`src/rtl/election_pkg.sv`:
```
// Shared constants, types and helpers for the election majority block.
package election_pkg;

    localparam int N_VOTERS_DEF = 7;
    localparam int STAT_W       = 16;

    typedef logic [STAT_W-1:0] stat_t;

    // Width needed to hold a tally of 0..n.
    function automatic int count_width(input int n);
        return $clog2(n + 1);
    endfunction

endpackage

```
`src/rtl/election_majority_if.sv`:
```
// Ballot / decision bus between the ballot-capture register, the
// majority unit and the downstream control/display reader.
interface election_majority_if import election_pkg::*; #(
    parameter int N_VOTERS = N_VOTERS_DEF
) ();

    localparam int CW = count_width(N_VOTERS);

    logic [N_VOTERS-1:0] people;
    logic                vote_valid;
    logic                result;
    logic [CW-1:0]       vote_count;
    logic                result_valid;

    modport master (
        output people,
        output vote_valid,
        input  result,
        input  vote_count,
        input  result_valid
    );

    modport slave (
        input  people,
        input  vote_valid,
        output result,
        output vote_count,
        output result_valid
    );

endinterface

```
`src/rtl/election_popcount.sv`:
```
// Combinational population count of an N-bit vector. The seven-bit case
// uses a fixed two-level adder tree; other widths fall back to a loop.
module election_popcount import election_pkg::*; #(
    parameter int N  = N_VOTERS_DEF,
    parameter int CW = count_width(N)
) (
    input  logic [N-1:0]  vec,
    output logic [CW-1:0] count
);

    generate
        if (N == 7) begin : g_tree
            logic [1:0] grp_a_s;
            logic [1:0] grp_b_s;

            // Two three-input groups, then merge them with the odd bit.
            always_comb begin
                grp_a_s = {1'b0, vec[0]} + {1'b0, vec[1]} + {1'b0, vec[2]};
                grp_b_s = {1'b0, vec[3]} + {1'b0, vec[4]} + {1'b0, vec[5]};
                count   = {1'b0, grp_a_s} + {1'b0, grp_b_s} + {2'b00, vec[6]};
            end
        end else begin : g_loop
            // Generic accumulation, carried at the full tally width.
            always_comb begin
                count = '0;
                for (int i = 0; i < N; i++) begin
                    count = count + CW'(vec[i]);
                end
            end
        end
    endgenerate

endmodule

```
`src/rtl/election_majority.sv`:
```
// Seven-voter (parameterisable) majority decision unit with a one-cycle
// registered result and tally. Optional pass/fail statistics counters are
// compiled in when ELECTION_STATS_EN is defined.
module election_majority import election_pkg::*; #(
    parameter int N_VOTERS  = N_VOTERS_DEF,
    parameter int THRESHOLD = (N_VOTERS / 2) + 1
) (
    input  logic                clk,
    input  logic                rst,
    election_majority_if.slave  bus
`ifdef ELECTION_STATS_EN
    ,
    output stat_t               pass_total,
    output stat_t               fail_total
`endif
);

    localparam int CW = count_width(N_VOTERS);
    localparam logic [CW-1:0] THR_C = CW'(THRESHOLD);

    generate
        if ((THRESHOLD < 1) || (THRESHOLD > N_VOTERS)) begin : g_bad_threshold
            $fatal(1, "election_majority: THRESHOLD out of range 1..N_VOTERS");
        end
    endgenerate

    logic [CW-1:0] count_next_s;
    logic          result_next_s;
    logic [CW-1:0] vote_count_r;
    logic          result_r;
    logic          result_valid_r;

    election_popcount #(
        .N  (N_VOTERS),
        .CW (CW)
    ) u_popcount (
        .vec   (bus.people),
        .count (count_next_s)
    );

    // Threshold decision on the live tally.
    always_comb begin
        result_next_s = (count_next_s >= THR_C);
    end

    // Capture the decision on a valid ballot; hold otherwise.
    always_ff @(posedge clk) begin
        if (rst) begin
            result_r       <= 1'b0;
            vote_count_r   <= '0;
            result_valid_r <= 1'b0;
        end else if (bus.vote_valid) begin
            result_r       <= result_next_s;
            vote_count_r   <= count_next_s;
            result_valid_r <= 1'b1;
        end else begin
            result_valid_r <= 1'b0;
        end
    end

    assign bus.result       = result_r;
    assign bus.vote_count   = vote_count_r;
    assign bus.result_valid = result_valid_r;

`ifdef ELECTION_STATS_EN
    stat_t pass_total_r;
    stat_t fail_total_r;

    // Saturating pass/fail tallies, updated alongside the result register.
    always_ff @(posedge clk) begin
        if (rst) begin
            pass_total_r <= '0;
            fail_total_r <= '0;
        end else if (bus.vote_valid) begin
            if (result_next_s) begin
                if (pass_total_r != {STAT_W{1'b1}}) begin
                    pass_total_r <= pass_total_r + stat_t'(1);
                end
            end else begin
                if (fail_total_r != {STAT_W{1'b1}}) begin
                    fail_total_r <= fail_total_r + stat_t'(1);
                end
            end
        end
    end

    assign pass_total = pass_total_r;
    assign fail_total = fail_total_r;
`endif

endmodule

```
`src/flat_wrapper.sv`:
```
// flat-port wrapper written by rule: the top's interface ports become plain ports
module election_majority_flat import election_pkg::*;
#(
    parameter int N_VOTERS  = N_VOTERS_DEF,
    parameter int THRESHOLD = (N_VOTERS / 2) + 1
)
  (clk, rst, bus_people, bus_vote_valid, bus_result, bus_vote_count, bus_result_valid);
  election_majority_if #(.N_VOTERS(N_VOTERS)) bus_i ();
  input  logic clk;
  input  logic rst;
  input wire logic [$bits(bus_i.people)-1:0] bus_people;
  input wire logic [$bits(bus_i.vote_valid)-1:0] bus_vote_valid;
  output wire logic [$bits(bus_i.result)-1:0] bus_result;
  output wire logic [$bits(bus_i.vote_count)-1:0] bus_vote_count;
  output wire logic [$bits(bus_i.result_valid)-1:0] bus_result_valid;
  assign bus_i.people = bus_people;
  assign bus_i.vote_valid = bus_vote_valid;
  assign bus_result = bus_i.result;
  assign bus_vote_count = bus_i.vote_count;
  assign bus_result_valid = bus_i.result_valid;
  election_majority #(.N_VOTERS(N_VOTERS), .THRESHOLD(THRESHOLD)) u_core (.clk(clk), .rst(rst), .bus(bus_i));
endmodule
```
`config.mk`:
```
export PLATFORM = sky130hd
export DESIGN_NAME = election_majority_flat
export DESIGN_NICKNAME = d
export VERILOG_FILES = /design/src/rtl/election_pkg.sv /design/src/rtl/election_majority_if.sv /design/src/rtl/election_popcount.sv /design/src/rtl/election_majority.sv /design/src/flat_wrapper.sv
export SDC_FILE = /design/constraint.sdc
export NUM_CORES = 1
export LEC_CHECK = 0
export CELL_PAD_IN_SITES_DETAIL_PLACEMENT = 1
export CELL_PAD_IN_SITES_GLOBAL_PLACEMENT = 2
export CORE_MARGIN = 2
export CORE_UTILIZATION = 20
export CTS_BUF_LIST = sky130_fd_sc_hd__clkbuf_16
export DETAILED_ROUTE_END_ITERATION = 10
export GPL_TIMING_DRIVEN = 0
export PLACE_DENSITY_LB_ADDON = 0.2
export SYNTH_ARGS = -nofsm -noshare
export SYNTH_HDL_FRONTEND = slang
export SYNTH_HIERARCHICAL = 1
export SYNTH_SLANG_ARGS = --single-unit
```
`constraint.sdc`:
```
create_clock -name clk -period 4.8 [get_ports clk]
set_input_delay 0.72 -clock clk [delete_from_list [all_inputs] [get_ports clk]]
set_output_delay 0.72 -clock clk [all_outputs]
set_load 0.01 [all_outputs]
```
==> results.md <==
Detailed routing:
- The total number of vias is 227.
- In this run the remaining antenna-violating nets after routing total 0.
- Dividing the detail-routed wire length by the instance count gives 9.650 µm.
- The mean number of vias per cell is 3.783.
- The number of iterations in the first detailed-routing pass is 2.
- The wire length after detailed routing is 579 µm.
- In this run, the number of DRC markers left after iteration 0 of detailed routing was 2.
- In the routed design, unresolved DRC markers number 0.

Floorplanning:
- The initial standard-cell utilization of the core is 0.2103.
- In this run the horizontal extent of the chip is 40.76 µm.
- The total area inside the core boundary comes to between 1000 and 1500 µm².
- The number of core rows is 13.
- The die boundary height is 40.76 µm.
- The floorplan step defined a die boundary enclosing 1661 µm².
- In this run the count of I/O pins placed on the die edge is 15.

Clock tree:
- The maximum clock insertion buffer count is 2.
- The number of gates resized after CTS was 0.
- In this run, post-CTS hold repair placed 0 buffers.
- After clock tree synthesis, the clock-pin slew on the worst setup and hold paths is 30 ps.
- TritonCTS built the clock tree.
- The later pin in the worst-skew pair is clocked with a latency of 220 ps.
- The number of sinks handled by clock tree synthesis is 5.
- Buffers added to address setup during post-CTS repair amount to 0.
- Buffers inserted during clock tree synthesis total 3.
- The level count of the clock H-tree is 1.
- The root buffer cell chosen for the clock tree is clkbuf_16.

Cells and area:
- The repair_antennas step left the layout with diodes totalling 0.
- After the last flow step, the layout net total stands at 60.
- The end-of-flow core utilization is 0.3953.
- The library cell used most frequently in the layout, excluding fill and tap cells, is clkdlybuf4s50_1.
- Of the cells placed in the final design, the portion with a size suffix greater than 1 is 0.06667.
- Excluding fillers, the count of instances in the completed layout stands at 60.
- In the layout the commonest cells are clkdlybuf4s50_1 (14), inv_1 (9), dfxtp_1 (5).
- The relative area change from synthesis to final layout is 87.96%.

Synth:
- The summed instance area of the synthesized netlist is 270.3 µm².
- The synthesis warning total is 6.
- In this run, synthesis produced a sequential element count of 5.
- The post-synth net total is 41.
- The mean post-synth cell area is 10.01 µm².
- The synthesized netlist contains 9 unique library cells.
- The share of the Yosys chip area taken by registers is 0.3704.
- Synthesis produced a netlist whose cell count is 27.

Critical path:
- The count of buffer and inverter cells on the critical path is 3.
- The signal on the critical path passes through clkdlybuf4s50_1, inv_1, fa_1, fa_1, inv_1, fa_1, fa_1, mux2i_1, nor2_1.
- STA classifies the critical path endpoint as a flop.
- The cell count of the worst reg-to-reg path is 2.
- The most frequent cell on the critical path is fa_1.
- Of all nets on the critical path, the largest fanout is 1.
- At the worst endpoint, the arrival time is 3280 ps.
- By startpoint and endpoint, the worst setup path is classified as in -> reg.
- The slowest stage of the critical path belongs to the cell fa_1.
- The type of origin of the critical path is an input port.
- The cell class contributing the biggest share of worst-path delay is adder cells.
- The largest single stage delay on the critical path is 490 ps.
- The cell depth of the worst setup path is 9.
- STA puts the critical path data required time at a little under 5000 ps.

Global route:
- The global route total overflow is 0.
- The initial antenna violation count is 0.
- The via count of the first global-routing pass is 255.
- The total global-route track usage is 0.08371.
- The first global-routing pass estimated 917 µm of wire.
- Entering global routing, the biggest net connects 7 pins.

Timing:
- Setup violations remaining at the end of the flow were counted as 0.
- The aggregate negative setup slack is 0 ps.
- Dividing the final minimum period by the clock period gives 0.6608.
- The worst-case clock skew is 0 ps.
- The highest clock rate is 315.3 MHz.
- Setup repair after global routing left no endpoint under its margin.
- The post-route minimum period is 3172 ps.
- The final hold violation count was 0.
- The total count of max-transition violations in the final report is 0.
- At the pin with the least slew margin, the transition time is 228.1 ps.
- Headroom to the max-slew limit came out at 0.8474.

Pwr:
- The power density over the cells is 440.9 nW/µm².
- The net load switching power is 0.00004520 W.
- Of the total power, the share spent switching nets is 0.2018.
- The internal power of the cells is 0.0001788 W.
- Across the VDD grid, the largest voltage drop is 0.1121 mV.
- Of the total power, registers draw 0.220.
- Of the total power, combinational logic draws 0.186.
- The leakage power total is 0.2339 nW.
- Of the total power, the clock network draws 0.594.

Job:
- The count of maximum capacitance violations is 0.

Status:
- The run finished with clean final reports.

Hold path:
- The class of the most critical hold timing path is reg -> reg.
- The number of cells on the worst hold path is 2.

Placement:
- The routability congestion estimate is 0.6104.
- Once placement completed, the tool counted placed cells totaling 56.
- The number of buffer cells added on primary ports is 14.
- Summed over all nets, the half-perimeter wirelength after detailed placement is 481.5 µm.
-- layer usage --
layer	track usage	vias up	routed length, µm
met4	0.02500	0	0
met5	0	-	0
met3	0.01630	0	44
li1	-	112	-
met1	0.07237	106	218
met2	0.1825	9	317
-- worst min-delay path, stage by stage (launching register included) --
cell and delay (ps):
dfxtp_1 300, nand2b_1 70, a21oi_1 60
-- Yosys cell counts --
cell / n / area, µm²
dfxtp_1: 5 / 100.1
nor2_1: 2 / 7.510
inv_1: 8 / 30.03
fa_1: 4 / 80.08
nand2_1: 1 / 3.750
a21oi_1: 2 / 10.01
mux2i_1: 2 / 20.02
nand2b_1: 2 / 12.51
nor2b_1: 1 / 6.260
-- per-stage QoR --
stage	cell area (µm²)	setup slack (ps)	total power (W)	hold WS, ps
global placement	429.2	1423	0.00009067	461.5
detailed placement	429.2	1333	0.00009313	475.6
finish	508.0	1628	0.0002240	483.3
CTS	508.0	1584	0.0002280	488.6
floorplan	270.3	1969	0.00006888	487.3
global route	508.0	1531	0.0002374	495.6
-- registers in the layout, indices dropped and copies added, names as in the netlist --
name and flops:
u_core/bus.result 1, u_core/bus.result_valid 1, u_core/bus.vote_count 3
-- final cells by class --
type / instances / area (µm²)
inverters: 8 / 30.03
clock inverters: 1 / 3.754
fillers: 141 / 777.0
repair buffers: 14 / 140.1
flip-flops and latches: 5 / 100.1
clock buffers: 3 / 75.07
well taps: 15 / 18.77
multi-input cells: 14 / 140.1
-- logic make-up after synthesis --
| kind of cell | synth area share |
|---|---|
| AND/OR/NAND/NOR | 0.1111 |
| adder cells (fa/ha/maj) | 0.2963 |
| flip-flops | 0.3704 |
| AO/OA/AOI/OAI | 0.03704 |
| multiplexers | 0.07408 |
| buffers and inverters | 0.1111 |
-- worst paths after layout --
kind                            start                  endpoint  slack [ps]
max                     bus_people[0]  u_core/bus.vote_count[1]        1630
min          u_core/bus.vote_count[2]  u_core/bus.vote_count[2]         480
max reg2reg  u_core/bus.vote_count[0]  u_core/bus.vote_count[0]        4180
min reg2reg  u_core/bus.vote_count[2]  u_core/bus.vote_count[2]         480
-- power groups by stage --
stage,Sequential (W),Clock [W],Combinational (W)
3_3_place_gp,0.0000495,0,0.0000412
5_1_grt,0.0000499,0.000140,0.0000472
3_5_place_dp,0.0000496,0,0.0000436
4_1_cts,0.0000493,0.000136,0.0000432
2_1_floorplan,0.0000520,0,0.0000169
6_report,0.0000493,0.000133,0.0000416
No activity file was read; power rests on OpenSTA's default activity.
